[src/rtl/plot_pkg.sv]
// Shared types and screen geometry for the plot buffer and its FIFO.
package plot_pkg;

    localparam int SCREEN_W = 160;
    localparam int SCREEN_H = 120;

    typedef logic signed [8:0] coord_x_t;
    typedef logic signed [7:0] coord_y_t;

    typedef struct packed {
        logic [7:0] x;
        logic [6:0] y;
        logic [2:0] colour;
    } plot_t;

endpackage

[src/rtl/plot_fifo.sv]
// Synchronous FIFO of plot_t entries; clear has priority over push and pop.
module plot_fifo
    import plot_pkg::*;
#(
    parameter int DEPTH = 8
) (
    input  logic                     clk,
    input  logic                     rst_n,
    input  logic                     i_clear,
    input  logic                     i_push,
    input  plot_t                    i_wdata,
    input  logic                     i_pop,
    output plot_t                    o_head,
    output logic [$clog2(DEPTH):0]   o_count,
    output logic                     o_full,
    output logic                     o_empty
);

    localparam int PW = $clog2(DEPTH);
    localparam int CW = PW + 1;

    plot_t          r_mem [DEPTH];
    logic [PW-1:0]  r_wr_ptr;
    logic [PW-1:0]  r_rd_ptr;
    logic [CW-1:0]  r_count;
    logic           w_wr;
    logic           w_rd;

    assign o_full  = (r_count == CW'(DEPTH));
    assign o_empty = (r_count == '0);
    assign o_count = r_count;
    assign o_head  = r_mem[r_rd_ptr];

    assign w_wr = i_push && !o_full && !i_clear;
    assign w_rd = i_pop && !o_empty && !i_clear;

    // Storage is left unreset; only pointers and count define validity.
    always_ff @(posedge clk) begin
        if (w_wr) begin
            r_mem[r_wr_ptr] <= i_wdata;
        end
    end

    always_ff @(posedge clk or negedge rst_n) begin
        if (!rst_n) begin
            r_wr_ptr <= '0;
            r_rd_ptr <= '0;
            r_count  <= '0;
        end else if (i_clear) begin
            r_wr_ptr <= '0;
            r_rd_ptr <= '0;
            r_count  <= '0;
        end else begin
            if (w_wr) r_wr_ptr <= r_wr_ptr + 1'b1;
            if (w_rd) r_rd_ptr <= r_rd_ptr + 1'b1;
            case ({w_wr, w_rd})
                2'b10:   r_count <= r_count + 1'b1;
                2'b01:   r_count <= r_count - 1'b1;
                default: r_count <= r_count;
            endcase
        end
    end

endmodule

[src/rtl/vga_plot_buffer.sv]
// Clipping, buffered plot front-end for the VGA adapter.
// Define PLOT_CLIP_EN to drop off-screen requests and count them in clip_cnt.
module vga_plot_buffer
    import plot_pkg::*;
#(
    parameter int DEPTH    = 8,
    parameter int SCREEN_W = plot_pkg::SCREEN_W,
    parameter int SCREEN_H = plot_pkg::SCREEN_H
) (
    input  logic        clk,
    input  logic        rst_n,
    input  logic        in_valid,
    input  coord_x_t    in_x,
    input  coord_y_t    in_y,
    input  logic [2:0]  in_colour,
    output logic        in_ready,
    input  logic        flush,
    input  logic        out_en,
    output logic [7:0]  vga_x,
    output logic [6:0]  vga_y,
    output logic [2:0]  vga_colour,
    output logic        vga_plot,
    output logic        idle,
    output logic [15:0] clip_cnt
);

    localparam int CW = $clog2(DEPTH) + 1;

    logic [CW-1:0] w_count;
    logic          w_full;
    logic          w_empty;
    plot_t         w_head;
    plot_t         w_req;
    logic          w_onscreen;
    logic          w_accept;
    logic          w_push_req;
    logic          w_pop;
    logic          w_bypass;
    logic          w_push;
    plot_t         r_out;
    logic          r_plot;

    // Ready depends only on occupancy so a full FIFO refuses even on a pop edge.
    assign in_ready   = rst_n && !w_full;
    assign w_accept   = in_valid && in_ready && !flush;
    assign w_req      = '{x: in_x[7:0], y: in_y[6:0], colour: in_colour};
    assign w_push_req = w_accept && w_onscreen;
    assign w_pop      = out_en && !w_empty && !flush;
    assign w_bypass   = out_en && w_empty && w_push_req;
    assign w_push     = w_push_req && !w_bypass;

`ifdef PLOT_CLIP_EN
    logic [15:0] r_clip_cnt;

    assign w_onscreen = (int'(in_x) >= 0) && (int'(in_x) < SCREEN_W) &&
                        (int'(in_y) >= 0) && (int'(in_y) < SCREEN_H);
    assign clip_cnt   = r_clip_cnt;

    always_ff @(posedge clk or negedge rst_n) begin
        if (!rst_n) begin
            r_clip_cnt <= '0;
        end else if (w_accept && !w_onscreen && (r_clip_cnt != 16'hFFFF)) begin
            r_clip_cnt <= r_clip_cnt + 16'd1;
        end
    end
`else
    logic [1:0]  w_unused_bits;
    logic [31:0] w_unused_dims;

    assign w_onscreen    = 1'b1;
    assign clip_cnt      = '0;
    assign w_unused_bits = {in_x[8], in_y[7]};
    assign w_unused_dims = SCREEN_W + SCREEN_H;
`endif

    plot_fifo #(.DEPTH(DEPTH)) u_fifo (
        .clk     (clk),
        .rst_n   (rst_n),
        .i_clear (flush),
        .i_push  (w_push),
        .i_wdata (w_req),
        .i_pop   (w_pop),
        .o_head  (w_head),
        .o_count (w_count),
        .o_full  (w_full),
        .o_empty (w_empty)
    );

    // Queued entries always drain before a new request may bypass the FIFO.
    always_ff @(posedge clk or negedge rst_n) begin
        if (!rst_n) begin
            r_out  <= '0;
            r_plot <= 1'b0;
        end else if (flush || !out_en) begin
            r_plot <= 1'b0;
        end else if (w_pop) begin
            r_out  <= w_head;
            r_plot <= 1'b1;
        end else if (w_bypass) begin
            r_out  <= w_req;
            r_plot <= 1'b1;
        end else begin
            r_plot <= 1'b0;
        end
    end

    logic [CW-1:0] w_unused_count;
    assign w_unused_count = w_count;

    assign vga_x      = r_out.x;
    assign vga_y      = r_out.y;
    assign vga_colour = r_out.colour;
    assign vga_plot   = r_plot;
    assign idle       = w_empty && !r_plot;

endmodule

[config.mk]
export PLATFORM = sky130hd
export DESIGN_NAME = vga_plot_buffer
export DESIGN_NICKNAME = d
export VERILOG_FILES = /design/src/rtl/plot_pkg.sv /design/src/rtl/plot_fifo.sv /design/src/rtl/vga_plot_buffer.sv
export SDC_FILE = /design/constraint.sdc
export NUM_CORES = 1
export LEC_CHECK = 0
export ABC_AREA = 1
export CORE_ASPECT_RATIO = 0.7
export CORE_MARGIN = 8
export CORE_UTILIZATION = 43
export DETAILED_ROUTE_END_ITERATION = 6
export GPL_ROUTABILITY_DRIVEN = 0
export GPL_TIMING_DRIVEN = 0
export SETUP_SLACK_MARGIN = 0.5
export SLEW_MARGIN = 40
export SYNTH_ARGS = -nofsm -noshare
export SYNTH_HDL_FRONTEND = slang
export SYNTH_HIERARCHICAL = 1
export SYNTH_SLANG_ARGS = --single-unit
[constraint.sdc]
create_clock -name clk -period 3.6 [get_ports clk]
set_input_delay 0.36 -clock clk [delete_from_list [all_inputs] [get_ports clk]]
set_output_delay 0.36 -clock clk [all_outputs]
set_load 0.01 [all_outputs]
==> metrics.md, run 1 <==
| Metric | Value |
|---|---|
| Least-Margin Pin Slew | 0.803 ns |
| Routed WL | 19900 um |
| Clock tree from TritonCTS | yes |
| Synth Instances | 634 |
| I/O pin total | 62 |
| Startpoint of the worst register-to-register path | u_fifo/o_count[2]$_DFFE_PN0P_ |
| FFs w/ async S/R, synth | 0.168 |
| DR iter-0 viols | 561 |
| DRC | 0 |
| Root Buffer | sky130_fd_sc_hd__clkbuf_16 |
| Global-route wire length before repair | 30900 um |
| Cell count of the worst reg-to-reg path | 19 |
| Required @ worst endpoint | 3.92 ns |
| Most frequent standard cell in the layout excluding fill and tap cells | sky130_fd_sc_hd__nand2_1 |
| Proportion of total power due to net switching | 0.290 |
| Fill count | 1465 |
| Worst r2r dst | u_fifo/o_count[3]$_DFFE_PN0P_ |
| Layout-stage area growth over the synthesis result | 22.0% |
| CTS clk-pin slew, worst paths | 0.06 ns |
| Floorplan core area | 17200 sq um |
| Startpoint type of the worst setup path | register |
| Dpl cells | 932 |
| Share of power burned in registers | 0.436 |
| Min-Delay Path Class | input pin to async pin |
| FMAX | 353 MHz |
| Synthesized area per cell | 11.9 sq um |
| Final hold violations | 0 |
| Final slew viol count | 0 |
| Leading cell types in the layout, fill and taps excluded | 160 x sky130_fd_sc_hd__nand2_1, 144 x sky130_fd_sc_hd__edfxtp_1, 42 x sky130_fd_sc_hd__clkdlybuf4s50_1 |
| Worst max-slew margin expressed relative to the limit | 0.465 |
| Total overflow reported by the global router | 0 |
| Outcome | complete, no violations |
| Post-Synth Simple-Gate Area | 0.154 |
| Power density over the cells | 600 nW/um^2 |
| Post-CTS setup buffer count | 0 |
| Die span in y | 127 um |
| Reg-to-reg setup timing slack | 0.76 ns |
| Standby leakage power | 3.47 nW |
| Largest fanout on the critical path | 10 |
| Number of antenna violations at the first check in global routing | 0 |
| Avg WL per Cell | 20.6 um |
| VDD IR-drop max | 332 uV |
| Vias per Instance | 5.45 |
| Proportion of netlist area held by the largest area contributor | 0.574 |
| Class of the most critical setup path | register to register |
| Final setup vio count | 0 |
| Largest family of logic cells by synthesized area | simple AND/OR/NAND/NOR gates |
| Share of the synthesized netlist area taken by xor and xnor gates | 0.00116 |
| Share of the core filled with cells in the final layout | 0.535 |
| Global router's overall resource usage | 0.187 |
| Reported max-cap violation count | 0 |
| Switching power of the nets | 1.60 mW |
| Final worst clock skew | 0.00629 ns |
| Yosys top cell by area | sky130_fd_sc_hd__edfxtp_1 |
| Final period demand of the worst path | 2.84 ns |
| Post-Synth Adder-Cell Area | 0.00930 |
| Number of I/O port buffers | 43 |
| Share of layout cells above drive strength 1 | 0.159 |
| Fraction of the yosys area taken by sequential cells | 0.670 |
| Horiz. Die Dim | 174 um |
| Initial core utilization | 0.439 |
| Part of the total power dissipated in combinational logic | 0.230 |
| Post-Route Hold Slack | 0.365 ns |
| Post-synthesis instance area | 7540 sq um |
| Worst Setup End Kind | register |
| Detail Placement HPWL | 13300 um |
| Ratio of final minimum period to clock period | 0.788 |
| Count of inserted antenna diode cells | 0 |
| Number of search-and-repair iterations in the first detailed-routing pass | 7 |
| Share of synthesized area spent on multiplexers | 0.0478 |
| Number of synthesis warnings | 6 |
| Internal portion of total power | 3.92 mW |
| Data arrival time of the critical path | 3.16 ns |
| Dominant register cell in the synthesized netlist | sky130_fd_sc_hd__edfxtp_1 |
| Unrepaired setup endpoints after global routing | false |
| Antenna Violating Nets Remaining | 0 |
| Synth area leaders | sky130_fd_sc_hd__edfxtp_1 57%, sky130_fd_sc_hd__dfrtp_1 9.6%, sky130_fd_sc_hd__nand2_1 8.0% |
| Number of buffers on the longest clock path | 2 |
| Total design power | 5.52 mW |
| Number of sinks handled by clock tree synthesis | 173 |
| Maximum number of pins on one net before global-route repair | 17 |
| Via count of the first global-routing pass | 5339 |
| Clock network power share | 0.335 |
| Number of enable flip-flop cells after synthesis | 144 |
| Row count | 40 |
| Yosys cell types | 29 |
| Final net count | 751 |
| Final Instance Count excl. Fillers | 965 |
| Via Count | 5259 |
| TritonCTS Buffers | 17 |
| Clock Latency Late Sink | 0.43 ns |
| Flops & latches, synth | 173 |
| Post-synthesis compound-gate area fraction | 0.0621 |
| Htree depth | 4 |
| Total Die Area | 22100 sq um |
[cells in the mapped netlist (2+ instances only)]
cell type / n
sky130_fd_sc_hd__nand2_1: 160
sky130_fd_sc_hd__edfxtp_1: 144
sky130_fd_sc_hd__nor2_1: 48
sky130_fd_sc_hd__o21ai_0: 40
sky130_fd_sc_hd__mux2i_1: 36
sky130_fd_sc_hd__o22ai_1: 36
sky130_fd_sc_hd__dfrtp_1: 29
sky130_fd_sc_hd__buf_4: 25
sky130_fd_sc_hd__nand3_1: 24
sky130_fd_sc_hd__nand4_1: 18
sky130_fd_sc_hd__inv_1: 14
sky130_fd_sc_hd__buf_2: 12
sky130_fd_sc_hd__nand2_2: 7
sky130_fd_sc_hd__buf_6: 6
sky130_fd_sc_hd__clkbuf_1: 6
sky130_fd_sc_hd__ha_1: 4
sky130_fd_sc_hd__inv_2: 4
sky130_fd_sc_hd__a21oi_1: 3
sky130_fd_sc_hd__nor2_4: 3
sky130_fd_sc_hd__a21oi_2: 2
sky130_fd_sc_hd__clkbuf_2: 2
sky130_fd_sc_hd__nand3_4: 2
sky130_fd_sc_hd__nor2_2: 2
sky130_fd_sc_hd__o21ai_1: 2
[final cells by class]
| type | count | area [sq um] | share of cell area |
|---|---|---|---|
| sequential | 173 | 5050 | 0.550 |
| tap | 231 | 289 | 0.0314 |
| inverter | 18 | 67.6 | 0.00735 |
| clock buffer | 18 | 429 | 0.0467 |
| buffer | 51 | 348 | 0.0378 |
| timing repair buffer | 53 | 648 | 0.0705 |
| multi-input combinational | 407 | 2190 | 0.238 |
| clock inverter | 14 | 168 | 0.0182 |
[through the flow]
stage	setup WS, ns	cell area (sq um)	setup TNS, ns
floorplan	1.04	7590	0
global placement	-1.36	8310	-180.14
detailed placement	0.334	8580	0
CTS	0.717	9180	0
global route	0.558	9190	0
finish	0.764	9190	0
[power by group through the flow]
stage	sequential (mW)	clock, mW	combinational, mW
floorplan	2.46	0	0.684
finish	2.40	1.85	1.27
global placement	2.44	0	1.23
global route	2.42	1.96	1.38
CTS	2.40	1.88	1.26
detailed placement	2.44	0	1.26
[metal layers]
metal	routed length [um]	track usage
met1	8440	0.243
met2	9070	0.290
met3	1860	0.0510
met4	526	0.0812
met5	0	0
[worst max path at each step]
stage | from | to | cells after the start
after floorplan | u_fifo/o_count[3]$_DFFE_PN0P_ | u_fifo/r_mem[0][0]$_DFFE_PP_ | 11
after global placement | rst_n | u_fifo/r_mem[0][15]$_DFFE_PP_ | 9
after detailed placement | flush | u_fifo/o_count[3]$_DFFE_PN0P_ | 17
after CTS | u_fifo/o_count[0]$_DFFE_PN0P_ | u_fifo/o_count[3]$_DFFE_PN0P_ | 19
after global routing | u_fifo/o_count[1]$_DFFE_PN0P_ | u_fifo/o_count[3]$_DFFE_PN0P_ | 19
final | u_fifo/o_count[2]$_DFFE_PN0P_ | u_fifo/o_count[3]$_DFFE_PN0P_ | 19
[critical path: stages, from the launching register on]
cell and delay [ns]:
sky130_fd_sc_hd__dfrtp_1 0.45, sky130_fd_sc_hd__nor2_1 0.09, sky130_fd_sc_hd__nand2_2 0.11, sky130_fd_sc_hd__inv_1 0.06, sky130_fd_sc_hd__inv_1 0.11, sky130_fd_sc_hd__nand3_4 0.09
sky130_fd_sc_hd__buf_6 0.17, sky130_fd_sc_hd__buf_2 0.21, sky130_fd_sc_hd__inv_1 0.13, sky130_fd_sc_hd__nand3_2 0.12, sky130_fd_sc_hd__nor2_2 0.23, sky130_fd_sc_hd__ha_1 0.32
sky130_fd_sc_hd__a21oi_2 0.19, sky130_fd_sc_hd__nand2_1 0.11, sky130_fd_sc_hd__nand2_1 0.09, sky130_fd_sc_hd__nand2_1 0.05, sky130_fd_sc_hd__nand2_1 0.06, sky130_fd_sc_hd__nand2_1 0.04
sky130_fd_sc_hd__nand2_1 0.05, sky130_fd_sc_hd__nand2_1 0.04
[timing repair]
| item | CTS | global route |
|---|---|---|
| endpoints found under the hold margin | 14 | 0 |
| endpoints found under the setup margin | 0 | 48 |
| resized for setup | 0 | 3 |
| hold buffers | 1 | 0 |
[cells by family (layout without fill, tap and decap cells)]
group | Yosys count | in the layout
flops | 173 | 173
fa+ha+maj | 5 | 5
mux | 36 | 36
compound gates | 83 | 83
other cells | 1 | 16
buf+inv | 69 | 154
xor+xnor | 1 | 1
simple gates | 266 | 266
[state kept, by name (all words and copies together), names as in the netlist]
name             count
u_fifo/r_wr_ptr      3
u_fifo/r_mem       144
vga_plot             1
vga_colour           3
u_fifo/o_count       4
vga_x                8
u_fifo/r_rd_ptr      3
vga_y                7
No activity file was read; power rests on OpenSTA's default activity.
==> inputs of run 2 (changes only) <==
clock period = 2.5 ns   (was 3.6 ns; I/O delays follow)
==> run 2 against run 1 <==
Against the previous run: sequential share of layout area fell by 4.7 points; total power increased by 52%; utilization is 5.0 points higher; count of clock-buffer cells in the layout decreased by 1; critical path depth fell by 3; hold slack gained 0.018 ns; fmax rose by 23%; sequential power up 43%; critical path type unchanged; highest routed layer unchanged.
==> metrics.md, run 2 (synthesis gave the netlist of run 1 again) <==
| Metric | Value |
|---|---|
| TritonCTS Buffers | 17 (unchanged) |
| Avg WL per Cell | 21.4 um (was 20.6 um) |
| Via count of the first global-routing pass | 5423 (was 5339) |
| Number of search-and-repair iterations in the first detailed-routing pass | 5 (was 7) |
| Reported max-cap violation count | 0 (unchanged) |
| Register bank with the most flops | u_fifo/r_mem (unchanged) |
| Switching power of the nets | 2.50 mW (was 1.60 mW) |
| Initial core utilization | 0.439 (unchanged) |
| Class of the most critical setup path | register to register (unchanged) |
| Startpoint type of the worst setup path | register (unchanged) |
| VDD IR-drop max | 492 uV (was 332 uV) |
| Internal portion of total power | 5.89 mW (was 3.92 mW) |
| Dpl cells | 924 (was 932) |
| Vias per Instance | 5.43 (was 5.45) |
| Part of the total power dissipated in combinational logic | 0.265 (was 0.230) |
| Layout-stage area growth over the synthesis result | 33.4% (was 22.0%) |
| Detail Placement HPWL | 12500 um (was 13300 um) |
| Most frequent standard cell in the layout excluding fill and tap cells | sky130_fd_sc_hd__nand2_1 (unchanged) |
| Clock network power share | 0.324 (was 0.335) |
| Data arrival time of the critical path | 2.44 ns (was 3.16 ns) |
| Count of inserted antenna diode cells | 0 (unchanged) |
| Final Instance Count excl. Fillers | 1020 (was 965) |
| Global router's overall resource usage | 0.194 (was 0.187) |
| Final hold violations | 0 (unchanged) |
| Final setup vio count | 0 (unchanged) |
| Maximum number of pins on one net before global-route repair | 22 (was 17) |
| Final worst clock skew | 0.00908 ns (was 0.00629 ns) |
| Clock tree from TritonCTS | yes (unchanged) |
| Via Count | 5538 (was 5259) |
| Fill count | 1342 (was 1465) |
| Total Die Area | 22100 sq um (unchanged) |
| Total cell area at the placement stage | 8470 sq um (was 8580 sq um) |
| Worst Slack Setup Final | 0.202 ns (was 0.764 ns) |
| Sum of negative setup slack | 0 ns (unchanged) |
| Floorplan core area | 17200 sq um (unchanged) |
| Post-Place Setup Slack | -0.336 ns (was 0.334 ns) |
| Root Buffer | sky130_fd_sc_hd__clkbuf_16 (unchanged) |
| Least-Margin Pin Slew | 0.752 ns (was 0.803 ns) |
| Largest fanout on the critical path | 9 (was 10) |
| Worst Setup End Kind | register (unchanged) |
| DRC | 0 (unchanged) |
| Number of buffers on the longest clock path | 2 (unchanged) |
| CP top delay family | buffers and inverters (was simple AND/OR/NAND/NOR gates) |
| Horiz. Die Dim | 174 um (unchanged) |
| Final net count | 806 (was 751) |
| Worst Path Buf+Inv | 7 (was 5) |
| Ratio of final minimum period to clock period | 0.919 (was 0.788) |
| Total design power | 8.39 mW (was 5.52 mW) |
| FMAX | 435 MHz (was 353 MHz) |
| Number of antenna violations at the first check in global routing | 0 (unchanged) |
| Proportion of total power due to net switching | 0.298 (was 0.290) |
| Share of power burned in registers | 0.411 (was 0.436) |
| Share of the core filled with cells in the final layout | 0.585 (was 0.535) |
| Unrepaired setup endpoints after global routing | true (was false) |
| Post-Route Hold Slack | 0.382 ns (was 0.365 ns) |
| DR iter-0 viols | 622 (was 561) |
| CTS clk-pin slew, worst paths | 0.07 ns (was 0.06 ns) |
| Antenna Violating Nets Remaining | 0 (unchanged) |
| Routed WL | 21800 um (was 19900 um) |
| Outcome | complete, no violations (unchanged) |
| Min-Delay Path Class | input pin to async pin (unchanged) |
| Leading cell types in the layout, fill and taps excluded | 153 x sky130_fd_sc_hd__nand2_1, 144 x sky130_fd_sc_hd__edfxtp_1, 50 x sky130_fd_sc_hd__buf_4 (was 160 x sky130_fd_sc_hd__nand2_1, 144 x sky130_fd_sc_hd__edfxtp_1, 42 x sky130_fd_sc_hd__clkdlybuf4s50_1) |
| Die span in y | 127 um (unchanged) |
| Global-route wire length before repair | 32000 um (was 30900 um) |
| Number of flip-flops in the largest register | 144 (unchanged) |
| Cell type with the highest occurrence count on the critical path | sky130_fd_sc_hd__nor2_4 (was sky130_fd_sc_hd__nand2_1) |
| Htree depth | 4 (unchanged) |
| Final std cell area, no fill | 10100 sq um (was 9190 sq um) |
| Total overflow reported by the global router | 0 (unchanged) |
| Slowest cell on the critical path | sky130_fd_sc_hd__dfrtp_2 (was sky130_fd_sc_hd__dfrtp_1) |
| Required @ worst endpoint | 2.64 ns (was 3.92 ns) |
| Worst max-slew margin expressed relative to the limit | 0.499 (was 0.465) |
| CP cell instances | inv_2 > nor2_4 > nand2_4 > inv_4 > nor2_4 > nand2_2 > nor2_4 > buf_4 > buf_6 > nand2_4 > nor2_4 > buf_6 > nand2_8 > buf_6 > nor2_4 > clkbuf_16 (was nor2_1 > nand2_2 > inv_1 > inv_1 > nand3_4 > buf_6 > buf_2 > inv_1 > nand3_2 > nor2_2 > ha_1 > a21oi_2 > nand2_1 > nand2_1 > nand2_1 > nand2_1 > nand2_1 > nand2_1 > nand2_1) |
| Share of layout cells above drive strength 1 | 0.252 (was 0.159) |
| I/O pin total | 62 (unchanged) |
| Standby leakage power | 3.83 nW (was 3.47 nW) |
| Crit path largest cell delay | 0.45 ns (about the same) |
| Final period demand of the worst path | 2.30 ns (was 2.84 ns) |
| Power density over the cells | 835 nW/um^2 (was 600 nW/um^2) |
| Row count | 40 (unchanged) |
| Final slew viol count | 0 (unchanged) |
| Number of sinks handled by clock tree synthesis | 173 (unchanged) |
| Number of I/O port buffers | 43 (unchanged) |
| Clock Latency Late Sink | 0.43 ns (about the same) |
-- run 2: timing repair --
action | CTS | global route
pin swaps | 22 | 17
endpoints found under the setup margin | 149 | 158
buffers inserted | 48 | 6
hold buffers | 3 | 0
gates resized for setup | 37 | 20
cloned | 6 | 1
hold endpoints to repair | 29 | 0
-- run 2: power by group through the flow --
stage | Combinational [mW] | Sequential [mW] | Clock, mW
3_3_place_gp | 1.82 | 3.51 | 0
2_1_floorplan | 1.04 | 3.55 | 0
4_1_cts | 2.14 | 3.44 | 2.76
3_5_place_dp | 1.86 | 3.51 | 0
5_1_grt | 2.36 | 3.46 | 2.86
6_report | 2.22 | 3.44 | 2.72
-- run 2: path summary, 6_finish.rpt --
kind                                          startpoint                        endpoint  slack [ns]  depth (start not counted)
hold / removal                                     rst_n  u_fifo/r_wr_ptr[2]$_DFFE_PN0P_        0.38                          2
min in group clk                                   flush   u_fifo/o_count[3]$_DFFE_PN0P_        0.50                          4
max in group asynchronous                          rst_n   u_fifo/o_count[2]$_DFFE_PN0P_        1.78                          2
setup / recovery           u_fifo/o_count[3]$_DFFE_PN0P_   u_fifo/r_mem[7][14]$_DFFE_PP_        0.20                         16
hold reg to reg                     vga_x[4]$_DFFE_PN0P_            vga_x[4]$_DFFE_PN0P_        0.51                          2
setup reg to reg           u_fifo/o_count[3]$_DFFE_PN0P_   u_fifo/r_mem[7][14]$_DFFE_PP_        0.20                         16
-- run 2: metal layers --
metal | vias to the layer above | global-route usage | wire length [um] | part of all wire
li1 | 2504 | - | - | -
met1 | 2731 | 0.267 | 9540 | 0.44
met2 | 277 | 0.299 | 10000 | 0.46
met3 | 26 | 0.0504 | 1980 | 0.090
met4 | 0 | 0.0546 | 317 | 0.015
met5 | - | 0 | 0 | 0
-- run 2: cell type report --
type | count | area, sq um | area share
Sequential cell | 173 | 5050 | 0.503
Multi-Input combinational cell | 407 | 2330 | 0.231
Timing Repair Buffer | 108 | 1320 | 0.131
Clock buffer | 17 | 425 | 0.0423
Buffer | 51 | 370 | 0.0368
Tap cell | 231 | 289 | 0.0288
Clock inverter | 15 | 189 | 0.0188
Inverter | 18 | 75.1 | 0.00747
==> inputs of run 3 (changes only) <==
CORE_MARGIN = 5   (was 8)
RECOVER_POWER = 25   (was default)
==> run 3 against run 2 <==
Against the previous run: first-iteration DRC count is 2.1% lower; fmax is 0.82% higher; design area is 1.7% lower; global-route usage is 1.3 points higher; die area is 8.0% lower; via count is 1.3% lower; total power is 0.48% higher; sequential share of layout area is 0.87 points higher; utilization is 1.0 points lower; sequential power hardly changed; critical endpoint is now u_fifo/o_count[3]$_DFFE_PN0P_; largest power group unchanged.
==> metrics.md, run 3 (synthesis gave the netlist of run 1 again) <==
| Metric | Value |
|---|---|
| Maximum number of pins on one net before global-route repair | 23 (was 22) |
| Least-Margin Pin Slew | 0.722 ns (was 0.752 ns) |
| Clock tree from TritonCTS | yes (unchanged) |
| Startpoint type of the worst setup path | register (unchanged) |
| I/O pin total | 62 (unchanged) |
| Initial core utilization | 0.439 (unchanged) |
| Post-Route Hold Slack | 0.348 ns (was 0.382 ns) |
| TritonCTS Buffers | 17 (unchanged) |
| Reported max-cap violation count | 0 (unchanged) |
| DR iter-0 viols | 609 (was 622) |
| Count of inserted antenna diode cells | 0 (unchanged) |
| Switching power of the nets | 2.45 mW (was 2.50 mW) |
| Most frequent standard cell in the layout excluding fill and tap cells | sky130_fd_sc_hd__nand2_1 (unchanged) |
| Antenna Violating Nets Remaining | 0 (unchanged) |
| Leading cell types in the layout, fill and taps excluded | 156 x sky130_fd_sc_hd__nand2_1, 144 x sky130_fd_sc_hd__edfxtp_1, 54 x sky130_fd_sc_hd__buf_4 (was 153 x sky130_fd_sc_hd__nand2_1, 144 x sky130_fd_sc_hd__edfxtp_1, 50 x sky130_fd_sc_hd__buf_4) |
| Register bank with the most flops | u_fifo/r_mem (unchanged) |
| CTS clk-pin slew, worst paths | 0.07 ns (about the same) |
| Htree depth | 4 (unchanged) |
| Detail Placement HPWL | 12500 um (unchanged) |
| Part of the total power dissipated in combinational logic | 0.267 (was 0.265) |
| Total cell area at the placement stage | 8460 sq um (was 8470 sq um) |
| Avg WL per Cell | 21.0 um (was 21.4 um) |
| Final setup vio count | 0 (unchanged) |
| Required @ worst endpoint | 2.82 ns (was 2.64 ns) |
| Number of flip-flops in the largest register | 144 (unchanged) |
| Clock network power share | 0.324 (about the same) |
| Via Count | 5467 (was 5538) |
| Via count of the first global-routing pass | 5345 (was 5423) |
| FMAX | 439 MHz (was 435 MHz) |
| Ratio of final minimum period to clock period | 0.912 (was 0.919) |
| Routed WL | 21200 um (was 21800 um) |
| Final hold violations | 0 (unchanged) |
| Final slew viol count | 0 (unchanged) |
| Class of the most critical setup path | register to register (unchanged) |
| Largest fanout on the critical path | 4 (was 9) |
| Layout-stage area growth over the synthesis result | 31.1% (was 33.4%) |
| Number of I/O port buffers | 43 (unchanged) |
| Number of antenna violations at the first check in global routing | 0 (unchanged) |
| Proportion of total power due to net switching | 0.290 (was 0.298) |
| Die span in y | 121 um (was 127 um) |
| Final worst clock skew | 0.0106 ns (was 0.00908 ns) |
| Outcome | complete, no violations (unchanged) |
| Row count | 40 (unchanged) |
| Min-Delay Path Class | input pin to async pin (unchanged) |
| Data arrival time of the critical path | 2.60 ns (was 2.44 ns) |
| Root Buffer | sky130_fd_sc_hd__clkbuf_16 (unchanged) |
| Floorplan core area | 17200 sq um (unchanged) |
| VDD IR-drop max | 443 uV (was 492 uV) |
| Vias per Instance | 5.41 (was 5.43) |
| Standby leakage power | 3.77 nW (was 3.83 nW) |
| Horiz. Die Dim | 168 um (was 174 um) |
| Global router's overall resource usage | 0.207 (was 0.194) |
| Number of buffers on the longest clock path | 2 (unchanged) |
| Final std cell area, no fill | 9880 sq um (was 10100 sq um) |
| Number of search-and-repair iterations in the first detailed-routing pass | 5 (unchanged) |
| Worst max-slew margin expressed relative to the limit | 0.518 (was 0.499) |
| Final net count | 798 (was 806) |
| Power density over the cells | 853 nW/um^2 (was 835 nW/um^2) |
| DRC | 0 (unchanged) |
| Total overflow reported by the global router | 0 (unchanged) |
| Total Die Area | 20300 sq um (was 22100 sq um) |
| Total design power | 8.43 mW (was 8.39 mW) |
| Internal portion of total power | 5.98 mW (was 5.89 mW) |
| Worst Setup End Kind | register (unchanged) |
| Share of power burned in registers | 0.409 (was 0.411) |
| Clock Latency Late Sink | 0.43 ns (about the same) |
| Number of sinks handled by clock tree synthesis | 173 (unchanged) |
| Share of layout cells above drive strength 1 | 0.236 (was 0.252) |
| Unrepaired setup endpoints after global routing | true (unchanged) |
| Final period demand of the worst path | 2.28 ns (was 2.30 ns) |
| Global-route wire length before repair | 31100 um (was 32000 um) |
run 3: metal layers:
layer / vias up / routed length [um] / GRT usage
li1: 2480 / - / -
met3: 47 / 2260 / 0.0608
met4: 0 / 470 / 0.0710
met5: - / 0 / 0
met1: 2666 / 8800 / 0.279
met2: 274 / 9680 / 0.323
run 3: power groups by stage:
| stage | clock network [mW] | logic [mW] | registers [mW] |
|---|---|---|---|
| floorplan | 0 | 1.04 | 3.55 |
| global placement | 0 | 1.82 | 3.51 |
| detailed placement | 0 | 1.85 | 3.52 |
| CTS | 2.77 | 2.11 | 3.44 |
| global route | 2.88 | 2.43 | 3.47 |
| finish | 2.73 | 2.25 | 3.45 |
run 3: per-stage QoR:
| stage | setup slack [ns] | TNS, ns | instances | utilization |
|---|---|---|---|---|
| after detailed placement | -0.362 | -28.38 | 924 | 0.493 |
| after CTS | 0.325 | 0 | 996 | 0.563 |
| after global placement | -1.38 | -206.51 | 923 | 0.492 |
| after floorplan | 0.297 | 0 | 649 | - |
| final | 0.221 | 0 | 1011 | 0.575 |
| after global routing | 0.132 | 0 | 1011 | 0.575 |
run 3: final cells by class:
cell class / count / area [sq um]
Clock buffer: 20 / 437
Timing Repair Buffer: 100 / 1170
Buffer: 51 / 374
Inverter: 18 / 82.6
Tap cell: 231 / 289
Clock inverter: 11 / 169
Sequential cell: 173 / 5050
Multi-Input combinational cell: 407 / 2300
Fill cell: 1399 / 7290
run 3: final timing paths:
check / startpoint / to / slack, ns / cells past startpoint
worst max-delay path: u_fifo/o_count[0]$_DFFE_PN0P_ / u_fifo/o_count[3]$_DFFE_PN0P_ / 0.22 / 19
worst min-delay path: rst_n / vga_plot$_DFF_PN0_ / 0.35 / 2
worst max register to register: u_fifo/o_count[0]$_DFFE_PN0P_ / u_fifo/o_count[3]$_DFFE_PN0P_ / 0.22 / 19
worst min register to register: vga_x[7]$_DFFE_PN0P_ / vga_x[7]$_DFFE_PN0P_ / 0.51 / 2
max in group asynchronous: rst_n / vga_y[6]$_DFFE_PN0P_ / 1.63 / 3
min in group clk: flush / u_fifo/o_count[3]$_DFFE_PN0P_ / 0.48 / 4
run 3: critical path, cell delays in order (launching register included):
cell                       delay (ns)
sky130_fd_sc_hd__dfrtp_2         0.43
sky130_fd_sc_hd__nor2_4          0.15
sky130_fd_sc_hd__nand2_2         0.09
sky130_fd_sc_hd__inv_2           0.07
sky130_fd_sc_hd__inv_2           0.05
sky130_fd_sc_hd__nand3_4         0.06
sky130_fd_sc_hd__buf_8           0.12
sky130_fd_sc_hd__buf_12          0.12
sky130_fd_sc_hd__clkinv_8        0.04
sky130_fd_sc_hd__nand3_4         0.06
sky130_fd_sc_hd__nor2_4          0.06
sky130_fd_sc_hd__ha_4            0.27
sky130_fd_sc_hd__a21oi_4         0.19
sky130_fd_sc_hd__nand2_2         0.08
sky130_fd_sc_hd__nand2_1         0.06
sky130_fd_sc_hd__nand2_1         0.06
sky130_fd_sc_hd__nand2_1         0.06
sky130_fd_sc_hd__nand2_1         0.07
sky130_fd_sc_hd__nand2_1         0.08
sky130_fd_sc_hd__nand2_1         0.05
run 3: repair_timing:
action                     4_1_cts  5_1_grt
resized for setup               25       16
hold endpoints to repair        29        0
pin swaps                       28       21
buffers inserted                37       12
cloned                           3        3
hold buffers                     1        0
setup endpoints to repair      149      156
